<file path="config.mk">
export PLATFORM = sky130hd
export DESIGN_NAME = spi_host
export DESIGN_NICKNAME = d
export VERILOG_FILES = /design/src/rtl/spi_host.sv
export SDC_FILE = /design/constraint.sdc
export NUM_CORES = 1
export LEC_CHECK = 0
export BUFFER_PORTS_ARGS = -buffer_cell sky130_fd_sc_hd__clkbuf_2
export CORE_MARGIN = 3
export CORE_UTILIZATION = 61
export DETAILED_ROUTE_END_ITERATION = 10
export GPL_ROUTABILITY_DRIVEN = 1
export PLACE_DENSITY = 0.9
export SLEW_MARGIN = 20
export SYNTH_ARGS = -nofsm -noshare
export SYNTH_HDL_FRONTEND = slang
export SYNTH_SLANG_ARGS = --single-unit
</file>
<file path="constraint.sdc">
create_clock -name CLK -period 3.8 [get_ports CLK]
set_input_delay 0.76 -clock CLK [delete_from_list [all_inputs] [get_ports CLK]]
set_output_delay 0.76 -clock CLK [all_outputs]
set_load 0.02 [all_outputs]
</file>
<file path="src/rtl/spi_host.sv">
// Mode-0, MSB-first SPI initiator with a word-level valid/ready front end.
// CS may be held low across consecutive words until a word tagged tx_last completes.
module spi_host #(
    parameter int WORD_BITS = 64,
    parameter int CLK_DIV   = 4
) (
    input  logic                 CLK,
    input  logic                 resetn_in,
    input  logic [WORD_BITS-1:0] tx_data,
    input  logic                 tx_valid,
    input  logic                 tx_last,
    output logic                 tx_ready,
    output logic [WORD_BITS-1:0] rx_data,
    output logic                 rx_valid,
    output logic                 busy,
    output logic                 SCK,
    output logic                 CS,
    output logic                 COPI,
    input  logic                 CIPO
);

    localparam int HW = $clog2(CLK_DIV + 1);
    localparam int EW = $clog2(2 * WORD_BITS + 1);
    localparam logic [HW-1:0] HALF_MAX  = HW'(CLK_DIV - 1);
    localparam logic [EW-1:0] EDGE_LAST = EW'(2 * WORD_BITS - 1);

    typedef enum logic [2:0] {
        S_IDLE,
        S_SHIFT,
        S_HOLD_CS,
        S_TRAIL,
        S_GAP
    } state_t;

    state_t                 state_q, state_d;
    logic [HW-1:0]          half_q, half_d;
    logic [EW-1:0]          edge_q, edge_d;
    logic [WORD_BITS-1:0]   tx_sh_q, tx_sh_d;
    logic [WORD_BITS-1:0]   rx_sh_q, rx_sh_d;
    logic [WORD_BITS-1:0]   rx_data_q, rx_data_d;
    logic                   rx_valid_q, rx_valid_d;
    logic                   sck_q, sck_d;
    logic                   cs_q, cs_d;
    logic                   copi_q, copi_d;
    logic                   last_q, last_d;
    logic                   live_q, live_d;
    logic                   accept;
    logic                   half_wrap;

    // live_q keeps tx_ready low while reset is held, even though state is IDLE.
    assign tx_ready  = live_q && ((state_q == S_IDLE) || (state_q == S_HOLD_CS));
    assign accept    = tx_valid && tx_ready;
    assign half_wrap = (half_q == HALF_MAX);

    assign rx_data  = rx_data_q;
    assign rx_valid = rx_valid_q;
    assign busy     = (state_q != S_IDLE);
    assign SCK      = sck_q;
    assign CS       = cs_q;
    assign COPI     = copi_q;

    always_comb begin
        state_d    = state_q;
        half_d     = half_q;
        edge_d     = edge_q;
        tx_sh_d    = tx_sh_q;
        rx_sh_d    = rx_sh_q;
        rx_data_d  = rx_data_q;
        rx_valid_d = 1'b0;
        sck_d      = sck_q;
        cs_d       = cs_q;
        copi_d     = copi_q;
        last_d     = last_q;
        live_d     = 1'b1;

        case (state_q)
            S_IDLE, S_HOLD_CS: begin
                if (accept) begin
                    tx_sh_d = tx_data;
                    last_d  = tx_last;
                    cs_d    = 1'b0;
                    copi_d  = tx_data[WORD_BITS-1];
                    sck_d   = 1'b0;
                    half_d  = '0;
                    edge_d  = '0;
                    state_d = S_SHIFT;
                end
            end
            S_SHIFT: begin
                if (half_wrap) begin
                    half_d = '0;
                    sck_d  = ~sck_q;
                    edge_d = edge_q + 1'b1;
                    if (!sck_q) begin
                        rx_sh_d = {rx_sh_q[WORD_BITS-2:0], CIPO};
                    end else if (edge_q == EDGE_LAST) begin
                        // Final falling edge: the last rise already captured bit 0.
                        rx_data_d  = rx_sh_q;
                        rx_valid_d = 1'b1;
                        state_d    = last_q ? S_TRAIL : S_HOLD_CS;
                    end else begin
                        tx_sh_d = tx_sh_q << 1;
                        copi_d  = tx_sh_q[WORD_BITS-2];
                    end
                end else begin
                    half_d = half_q + 1'b1;
                end
            end
            S_TRAIL: begin
                if (half_wrap) begin
                    half_d  = '0;
                    cs_d    = 1'b1;
                    copi_d  = 1'b0;
                    state_d = S_GAP;
                end else begin
                    half_d = half_q + 1'b1;
                end
            end
            S_GAP: begin
                if (half_wrap) begin
                    half_d  = '0;
                    state_d = S_IDLE;
                end else begin
                    half_d = half_q + 1'b1;
                end
            end
            default: begin
                state_d = S_IDLE;
                cs_d    = 1'b1;
                sck_d   = 1'b0;
                copi_d  = 1'b0;
            end
        endcase
    end

    always_ff @(posedge CLK or negedge resetn_in) begin
        if (!resetn_in) begin
            state_q    <= S_IDLE;
            half_q     <= '0;
            edge_q     <= '0;
            tx_sh_q    <= '0;
            rx_sh_q    <= '0;
            rx_data_q  <= '0;
            rx_valid_q <= 1'b0;
            sck_q      <= 1'b0;
            cs_q       <= 1'b1;
            copi_q     <= 1'b0;
            last_q     <= 1'b0;
            live_q     <= 1'b0;
        end else begin
            state_q    <= state_d;
            half_q     <= half_d;
            edge_q     <= edge_d;
            tx_sh_q    <= tx_sh_d;
            rx_sh_q    <= rx_sh_d;
            rx_data_q  <= rx_data_d;
            rx_valid_q <= rx_valid_d;
            sck_q      <= sck_d;
            cs_q       <= cs_d;
            copi_q     <= copi_d;
            last_q     <= last_d;
            live_q     <= live_d;
        end
    end

endmodule

</file>
==> summary.txt, run 1 <==
Synth
  – Flops & latches, synth: 211
  – Syn Area/Cell: 12.34 µm²
  – Number of flops mapped to enable cells by yosys: 0
  – Synth cell types: 48
  – Ys Warns: 0
  – Synth Instances: 728
  – Post-synthesis async set-or-reset flop share: between 90% and 100%
  – Register area share after synthesis: roughly 59%
  – Syn Nets: 799
  – Post-synth top flop: dfrtp_1
  – Synthesized area: 0.008986 mm²

Timing
  – Worst slew pin tran: 0.9386 ns
  – Final slew viol count: 0
  – Final period utilization: approximately three quarters
  – Clk_skew: 0.005867 ns
  – Hold WS: 0.3472 ns
  – Fin. Hold Viols: 0
  – TNS Setup: 0 ns
  – Max-slew headroom: 37.21%
  – FMAX: 358.2 MHz
  – Final Setup Violations: 0
  – Setup repair after global routing missed its margin: no
  – Final min period: 2.792 ns

Cells and area
  – Final core occ: 74.14%
  – Fill cell count: 913
  – Area of the multi-input gates: between 0.003 and 0.004 mm²
  – Diodes inserted: 0
  – Area grow syn2layout: 16.75%
  – Fin nets: 931
  – Proportion of layout cells with a drive suffix above 1: between 40 and 50%
  – Reg area: 0.005281 mm²
  – Cell Count, Final, Fillers Out: ~1100

Clock network
  – H-tree levels: 1
  – CTS Buf Count: 21
  – Post-CTS Setup Bufs: 0
  – Clk buf depth: 3
  – Clock Sinks: 211
  – # hold bufs at CTS: 0
  – Post-CTS Resized: 0
  – Root Buffer: clkbuf_16
  – Clock transition at the registers of the reported paths: 0.06 ns
  – TritonCTS clock tree: built
  – Clock latency reported for the late side of the worst-skew pair: 0.48 ns

Critical path
  – Critical path type: register to register
  – Crit end category: register
  – CP required: 4.16 ns
  – Crit path DAT: 3.16 ns
  – Worst setup SP type: register
  – Worst Path Max Fanout: 27

Power
  – Peak supply drop: slightly below 400 µV
  – Logic gate share of total power: 21.1%
  – Switch Pwr: 1.741 mW
  – Sw frac: 27.17%
  – Seq pwr share: 45.9%
  – Power Density: 610.9 mW/mm²
  – Clk pwr share: about a third
  – Pint: 4.668 mW
  – Static leakage: 5.647 nW

Die
  – Overall die area: roughly 0.016 mm²
  – Row count: 43
  – Core area: 0.01415 mm²
  – Starting Density: about 64%
  – Die Ht: 127.4 µm
  – Die width: roughly 130 µm
  – I/O pins: 139

Routing
  – Starting DRT DRC Count: roughly 340
  – Post-Route WL: 17570 µm
  – DR vias: approximately 5800
  – Drt pass-1 iters: 5
  – Routed WL per cell: 16.72 µm
  – DRC viols: 0
  – Via density: 5.494
  – Routed Antenna Nets: 0

Worst hold path
  – Hold WC Path Type: input pin to asynchronous set/reset pin

Flow run
  – Max-cap violations: 0

Placed design
  – Cells after DPL: 1017
  – Final HPWL DP: 11480 µm
  – GP Congestion: 0.7906
  – PortBufs: 138

Status
  – Outcome: completed

GRT
  – All-layer global routing usage: 21.85%
  – Initial antenna violation count: 0
  – First-pass GRT wire length: slightly below 30000 µm
  – Total gr overflow: 0
  – Vias in the first global route: 5946
  – Largest net degree at the start of global routing: 98
-- cell usage after synthesis (2+ instances only) --
library cell,n,share of area [%]
dfrtp_1,210,58
nand2_1,198,8.3
mux2_2,171,21
mux2_1,20,2.5
o21ai_0,16,0.89
buf_2,14,0.78
buf_1,8,0.33
nor2_1,8,0.33
a21oi_1,7,0.39
clkbuf_1,7,0.29
buf_4,6,0.50
buf_6,6,0.75
inv_1,5,0.21
nand3_1,5,0.28
and2_1,3,0.21
and3_1,3,0.21
o31ai_1,3,0.25
a31oi_1,2,0.14
ha_1,2,0.28
mux2i_1,2,0.22
nor2b_1,2,0.14
nor3_1,2,0.11
o32ai_1,2,0.19
or3_1,2,0.14
-- through the flow --
| step | power [mW] | instance area (µm²) | worst slack [ns] |
|---|---|---|---|
| after floorplan | 4.008 | 8986 | 1.722 |
| after global placement | 4.237 | 9794 | 1.193 |
| after detailed placement | 4.328 | 9794 | 1.046 |
| after CTS | 6.464 | 10490 | 1.032 |
| after global routing | 6.771 | 10490 | 0.8327 |
| final | 6.409 | 10490 | 1.008 |
-- layout make-up --
cell class | count | area share, %
Timing Repair Buffer | 150 | 7.764
Multi-Input combinational cell | 471 | 32.93
Clock buffer | 27 | 5.319
Sequential cell | 211 | 50.34
Tap cell | 180 | 2.147
Inverter | 5 | 0.1789
Clock inverter | 7 | 1.324
-- layer usage --
metal  global-route usage, %  part of all wire [%]
met5                       0                     0
met4                   5.047                   1.9
met3                   3.512                   5.0
met2                   37.26                    49
met1                   29.85                    44
-- flip-flops by register name, summed over array words and instances, names as in the netlist, 3 cells and up --
register,flops
rx_data,64
rx_sh_q,64
tx_sh_q,63
edge_q,8
half_q,3
state_q,3
-- worst paths after layout --
check	startpoint	endpoint	depth (start not counted)	slack, ns
setup / recovery	state_q[0]	rx_data[31]	5	1.01
min in group CLK	tx_sh_q[12]	tx_sh_q[12]	1	0.48
max in group asynchronous	resetn_in	tx_sh_q[28]	2	2.56
hold reg to reg	tx_sh_q[12]	tx_sh_q[12]	1	0.48
setup reg to reg	state_q[0]	rx_data[31]	5	1.01
hold / removal	resetn_in	tx_sh_q[53]	1	0.35
-- critical path, stage by stage, from the launching register on --
cell and delay, ns:
dfrtp_1 0.62, nor3b_2 0.30, and2_1 0.32, nand3_2 0.62
buf_4 0.49, mux2_2 0.32
-- power groups by stage --
stage                     logic (mW)  clock network (mW)  registers [mW]
after floorplan                 1.10                   0            2.91
after global placement          1.30                   0            2.94
after detailed placement        1.35                   0            2.97
after CTS                       1.37                2.15            2.94
after global routing            1.53                2.25            3.00
final                           1.35                2.11            2.94
-- cells in the final DEF, fill, tap and decap left out, types with 2 or more instances in the layout --
master / count
nor2_1: 8
o21ai_0: 16
clkbuf_1: 5
or3_1: 2
mux2i_1: 2
nand2_1: 197
nor2b_1: 2
ha_1: 2
bufinv_16: 4
buf_12: 2
clkbuf_16: 21
nor3_1: 2
nand3_1: 5
a21oi_1: 7
o31ai_1: 3
clkinv_2: 2
clkbuf_2: 137
o32ai_1: 2
buf_4: 10
mux2_1: 20
clkbuf_8: 2
mux2_2: 171
and2_1: 3
inv_1: 5
dfrtp_1: 210
and3_1: 3
a31oi_1: 2
-- cells by family (layout without fill, tap and decap cells) --
family | after synthesis | after routing | synth area share, %
and+or+nand+nor | 233 | 233 | 10.65
DFF | 211 | 211 | 58.77
muxes | 193 | 193 | 24.16
buffers and inverters | 46 | 189 | 2.868
AOI/OAI and AO/OA | 42 | 42 | 3.231
adders and majority gates | 2 | 2 | 0.2784
other | 1 | 1 | 0.04173
Power figures use the tool's default switching activity.
==> run 2, diff against run 1 <==
--- a/config.mk
+++ b/config.mk
@@ -7,10 +7,10 @@
 export LEC_CHECK = 0
 export BUFFER_PORTS_ARGS = -buffer_cell sky130_fd_sc_hd__clkbuf_2
 export CORE_MARGIN = 3
-export CORE_UTILIZATION = 61
+export CORE_UTILIZATION = 57
 export DETAILED_ROUTE_END_ITERATION = 10
 export GPL_ROUTABILITY_DRIVEN = 1
-export PLACE_DENSITY = 0.9
+export PLACE_DENSITY = 0.85
 export SLEW_MARGIN = 20
 export SYNTH_ARGS = -nofsm -noshare
 export SYNTH_HDL_FRONTEND = slang
==> constraint.sdc (replaced) <==
create_clock -name CLK -period 2.9 [get_ports CLK]
set_input_delay 0.58 -clock CLK [delete_from_list [all_inputs] [get_ports CLK]]
set_output_delay 0.58 -clock CLK [all_outputs]
set_load 0.02 [all_outputs]
==> summary.txt, run 2 (synthesis gave the netlist of run 1 again) <==
Timing
  – Setup repair after global routing missed its margin: no
  – Hold WS: 0.1463 ns
  – Final period utilization: 83.65%
  – Final Setup Violations: 0
  – Worst slew pin tran: roughly 0.83 ns
  – Fin. Hold Viols: 0
  – Clk_skew: 0.008315 ns
  – Max-slew headroom: 44.87%
  – Final slew viol count: 0
  – TNS Setup: 0 ns
  – FMAX: around 410 MHz
  – Final min period: 2.426 ns

Critical path
  – Slowest Stage Delay on Critical Path: slightly above 0.6 ns
  – Worst setup SP type: register
  – Worst-path cell chain: nor3b_2 > buf_4 > nand2_1 > or3_1 > o21ai_0
  – Crit path DAT: 2.83 ns
  – Critical path type: register to register
  – Worst Path Max Fanout: 63
  – Crit end category: register
  – CP required: between 3 and 4 ns
  – Slowest stage cell, crit path: dfrtp_1

Placed design
  – Final HPWL DP: 10830 µm
  – PortBufs: 138
  – GP Congestion: 0.7582
  – Dpl cell area: 0.009888 mm²

Die
  – Overall die area: 0.01731 mm²
  – Core area: 0.01531 mm²
  – Row count: 45
  – I/O pins: 139
  – Starting Density: 58.68%
  – Die Ht: 131.6 µm
  – Die width: roughly 130 µm

Clock network
  – TritonCTS clock tree: built
  – Clock transition at the registers of the reported paths: 0.06 ns
  – Root Buffer: clkbuf_16
  – CTS Buf Count: 22
  – Clk buf depth: 3
  – Post-CTS Resized: 0
  – Post-CTS Setup Bufs: 0
  – Clock Sinks: 211
  – # hold bufs at CTS: 0
  – Clock latency reported for the late side of the worst-skew pair: 0.49 ns
  – H-tree levels: 1

Worst hold path
  – Hold WC Path Type: input pin to asynchronous set/reset pin

Routing
  – DR vias: ~5700
  – DRC viols: 0
  – Drt pass-1 iters: 4
  – Post-Route WL: between 15000 and 20000 µm
  – Met2 WL: 7900 µm
  – WL met1: ~7400 µm
  – Met3 routed WL: approximately 1000 µm
  – Via density: 5.277
  – Routed WL per cell: roughly 15 µm
  – Starting DRT DRC Count: 220
  – Highest metal layer with signal wires: met4
  – Routed Antenna Nets: 0

Flow run
  – Max-cap violations: 0

GRT
  – Vias in the first global route: around 6000
  – Total gr overflow: 0
  – Largest net degree at the start of global routing: 85
  – All-layer global routing usage: 19.39%
  – First-pass GRT wire length: approximately 29000 µm
  – Initial antenna violation count: 0

Cells and area
  – Area grow syn2layout: 19.12%
  – Most frequent cells in the layout: dfrtp_1, nand2_1, mux2_2
  – Fin nets: 931
  – Fill cell count: approximately 1100
  – Diodes inserted: 0
  – Commonest non-fill, non-tap cell in the layout: dfrtp_1
  – Proportion of layout cells with a drive suffix above 1: 42.12%
  – Fin area: 0.01070 mm²
  – Final core occ: between 60% and 70%

Power
  – Peak supply drop: 509.2 µV
  – Power Density: 811.3 mW/mm²
  – Static leakage: between 5 and 6 nW

Status
  – Outcome: completed
-- run 2: stage by stage --
stage	cells	worst slack (ns)	total power, mW
floorplan	728	0.8216	5.251
global placement	1047	0.5545	5.566
detailed placement	1047	0.5146	5.683
CTS	1087	0.4880	8.791
global route	1087	0.3382	9.190
finish	1087	0.4743	8.684
-- run 2: final timing paths --
kind | start | to | slack (ns) | cells after the start
worst max-delay path | state_q[0] | edge_q[7] | 0.47 | 5
worst min-delay path | resetn_in | tx_sh_q[52] | 0.15 | 1
worst max register to register | state_q[0] | edge_q[7] | 0.47 | 5
worst min register to register | tx_sh_q[46] | tx_sh_q[46] | 0.49 | 1
max in group asynchronous | resetn_in | rx_sh_q[41] | 2.10 | 2
min in group CLK | tx_last | last_q | 0.30 | 3
-- run 2: cell type report --
class / instances / area [µm²] / area share (%)
well taps: 211 / 264.0 / 2.466
clock inverters: 13 / 195.2 / 1.823
inverters: 5 / 18.77 / 0.1753
flip-flops and latches: 211 / 5281 / 49.34
repair buffers: 149 / 869.6 / 8.124
multi-input cells: 471 / 3455 / 32.27
clock buffers: 27 / 620.6 / 5.798
-- run 2: power breakdown --
part	switching, mW	internal, mW	total, mW
clock	1.11	1.97	3.07
combinational	0.863	0.901	1.76
sequential	0.339	3.51	3.85
total	2.31	6.37	8.68
-- run 2: critical path: cells and delay by family (launching register included) --
family,cells,cell delay [ns]
AND/OR/NAND/NOR,3,1.04
flip-flops,1,0.62
AO/OA/AOI/OAI,1,0.08
buffers and inverters,1,0.58
-- run 2: metal layers --
| metal | track usage (%) | up-vias |
|---|---|---|
| li1 | - | 2738 |
| met3 | 4.556 | 26 |
| met5 | 0 | - |
| met1 | 26.82 | 2829 |
| met4 | 4.259 | 0 |
| met2 | 31.63 | 143 |
==> run 3, diff against run 2 <==
--- a/config.mk
+++ b/config.mk
@@ -7,10 +7,10 @@
 export LEC_CHECK = 0
 export BUFFER_PORTS_ARGS = -buffer_cell sky130_fd_sc_hd__clkbuf_2
 export CORE_MARGIN = 3
-export CORE_UTILIZATION = 57
+export CORE_UTILIZATION = 51
 export DETAILED_ROUTE_END_ITERATION = 10
 export GPL_ROUTABILITY_DRIVEN = 1
-export PLACE_DENSITY = 0.85
+export PLACE_DENSITY = 0.81
 export SLEW_MARGIN = 20
 export SYNTH_ARGS = -nofsm -noshare
 export SYNTH_HDL_FRONTEND = slang
==> constraint.sdc (replaced) <==
create_clock -name CLK -period 2 [get_ports CLK]
set_input_delay 0.4 -clock CLK [delete_from_list [all_inputs] [get_ports CLK]]
set_output_delay 0.4 -clock CLK [all_outputs]
set_load 0.02 [all_outputs]
==> summary.txt, run 3 (synthesis gave the netlist of run 1 again) <==
Placed design
  – Dpl ws: roughly 0.043 ns
  – GP Congestion: 0.7790
  – Final HPWL DP: 11570 µm
  – PortBufs: approximately 140
  – Cells after DPL: 1076

Critical path
  – Reg-to-Reg End: tx_sh_q[59]
  – Worst-path cell chain: buf_6 > or3_4 > clkbuf_8
  – Crit path DAT: 1.56 ns
  – Slowest stage cell, crit path: dfrtp_1
  – Crit end category: output pin
  – Worst Path Max Fanout: 8
  – Worst setup SP type: register
  – Worst flop-to-flop path startpoint: state_q[0]
  – Slowest Stage Delay on Critical Path: 0.39 ns
  – Critical path type: register to output pin
  – R2R setup slack: 0.09 ns
  – CP required: between 1.5 and 2 ns
  – Worst Reg-to-Reg Cells: 7

Clock network
  – Clock latency reported for the late side of the worst-skew pair: 0.49 ns
  – H-tree levels: 1
  – CTS Buf Count: 22
  – TritonCTS clock tree: built
  – Clock Sinks: around 210
  – Clk buf depth: 3
  – Root Buffer: clkbuf_16
  – Clock transition at the registers of the reported paths: 0.06 ns

Cells and area
  – Most frequent cells in the layout: dfrtp_1, nand2_1, mux2_2
  – Area of the multi-input gates: 0.003475 mm²
  – Cell Count, Final, Fillers Out: 1127
  – Final core occ: 65.18%
  – Fill cell count: 1268
  – Reg area: 0.005283 mm²
  – Area grow syn2layout: 22.85%
  – Diodes inserted: 0
  – Proportion of layout cells with a drive suffix above 1: 43.66%
  – Fin nets: 963
  – Commonest non-fill, non-tap cell in the layout: dfrtp_1

GRT
  – First-pass GRT wire length: approximately 29000 µm
  – Met3 usage: 3.276%
  – Met1 usage: between 20% and 30%
  – Vias in the first global route: about 5900
  – Total gr overflow: 0
  – GR peak layer: met2
  – All-layer global routing usage: approximately 18%
  – Largest net degree at the start of global routing: 62
  – Initial antenna violation count: 0
  – Met2 Track Usage GR: 29.47%

Power
  – Power Density: 1138 mW/mm²
  – Static leakage: 5.894 nW
  – Peak supply drop: 748.7 µV

Status
  – Outcome: completed

Die
  – I/O pins: 139
  – Overall die area: between 0.015 and 0.02 mm²
  – Core area: 0.01694 mm²
  – Starting Density: ~53%
  – Die Ht: 138.7 µm
  – Row count: between 40 and 50
  – Die width: ~140 µm

Routing
  – Via density: between 5 and 6
  – Routed WL per cell: 15.91 µm
  – Drt pass-1 iters: 4
  – Starting DRT DRC Count: around 240
  – DRC viols: 0
  – DR vias: 5841
  – Post-Route WL: 17930 µm
  – Routed Antenna Nets: 0

Flow run
  – Max-cap violations: 0

Timing
  – TNS Setup: 0 ns
  – Worst slew pin tran: 0.5318 ns
  – Final slew viol count: 0
  – Final period utilization: 97.87%
  – Hold WS: 0.1200 ns
  – Clk_skew: about 0.0096 ns
  – Fin. Hold Viols: 0
  – FMAX: a little over 500 MHz
  – Max-slew headroom: roughly 65%
  – Final min period: 1.957 ns
  – Final Setup Violations: 0
  – Worst Setup Slack, final: 0.04252 ns

Worst hold path
  – Hold depth: 3
  – Hold WC Path Type: input pin to register
  – Min-Delay Startpoint: tx_last
  – Hold endpoint: last_q
==> run 3: cell types whose count changed in the layout (fill, tap and decap cells not counted), moves of 2 or more <==
| cell | before | now |
|---|---|---|
| buf_12 | 7 | 11 |
| buf_4 | 4 | 24 |
| buf_6 | 0 | 2 |
| bufinv_16 | 5 | 2 |
| clkbuf_1 | 1 | 7 |
| clkbuf_16 | 23 | 26 |
| clkbuf_2 | 137 | 135 |
| clkbuf_8 | 4 | 7 |
| clkinv_2 | 6 | 1 |
| clkinvlp_4 | 2 | 0 |
==> run 3: critical path, delay by kind of cell (launching register included) <==
kind          cells  cell delay (ns)
flops             1             0.39
simple gates      1             0.38
buf+inv           2             0.30
==> run 3: layout make-up <==
cell class	count	area share, %
Sequential cell	211	47.85
Clock buffer	35	6.075
Timing Repair Buffer	181	11.27
Inverter	5	0.1700
Clock inverter	4	0.6687
Multi-Input combinational cell	471	31.47
Tap cell	220	2.493
==> run 3: repair_timing <==
action                     4_1_cts  5_1_grt
resized for setup                4        9
hold endpoints to repair        53        0
buffers inserted                 1        6
gates cloned                     0        4
pin swaps                        0        1
hold buffers                     1        0
setup endpoints to repair        1      191
==> run 3: report_power, final <==
group	internal (mW)	switching [mW]	leakage [nW]
registers	5.09	0.507	2.84
clock network	2.55	1.56	0.364
logic	1.52	1.33	2.69
total	9.16	3.40	5.89
==> run 3: routing by layer <==
| layer | share of wire, % | up-vias |
|---|---|---|
| li1 | - | 2799 |
| met1 | 45 | 2853 |
| met2 | 48 | 171 |
| met3 | 5.6 | 18 |
| met4 | 1.1 | 0 |
| met5 | 0 | - |
==> run 3: metrics by stage <==
stage / cell area (µm²) / total power, mW
floorplan: 9014 / 7.661
global placement: 10090 / 8.238
detailed placement: 10090 / 8.397
CTS: 10870 / 12.58
global route: 11040 / 13.32
finish: 11040 / 12.56
==> run 3: how the worst max path moves through the flow <==
stage | from | end | slack (ns) | cells past startpoint
detailed placement | half_q[0] | rx_data[30] | 0.04 | 6
global route | state_q[2] | busy | -0.004 | 3
floorplan | half_q[0] | rx_data[10] | 0.01 | 8
finish | state_q[2] | busy | 0.04 | 3
CTS | state_q[0] | tx_ready | 0.01 | 4
global placement | half_q[0] | rx_data[31] | 0.10 | 6
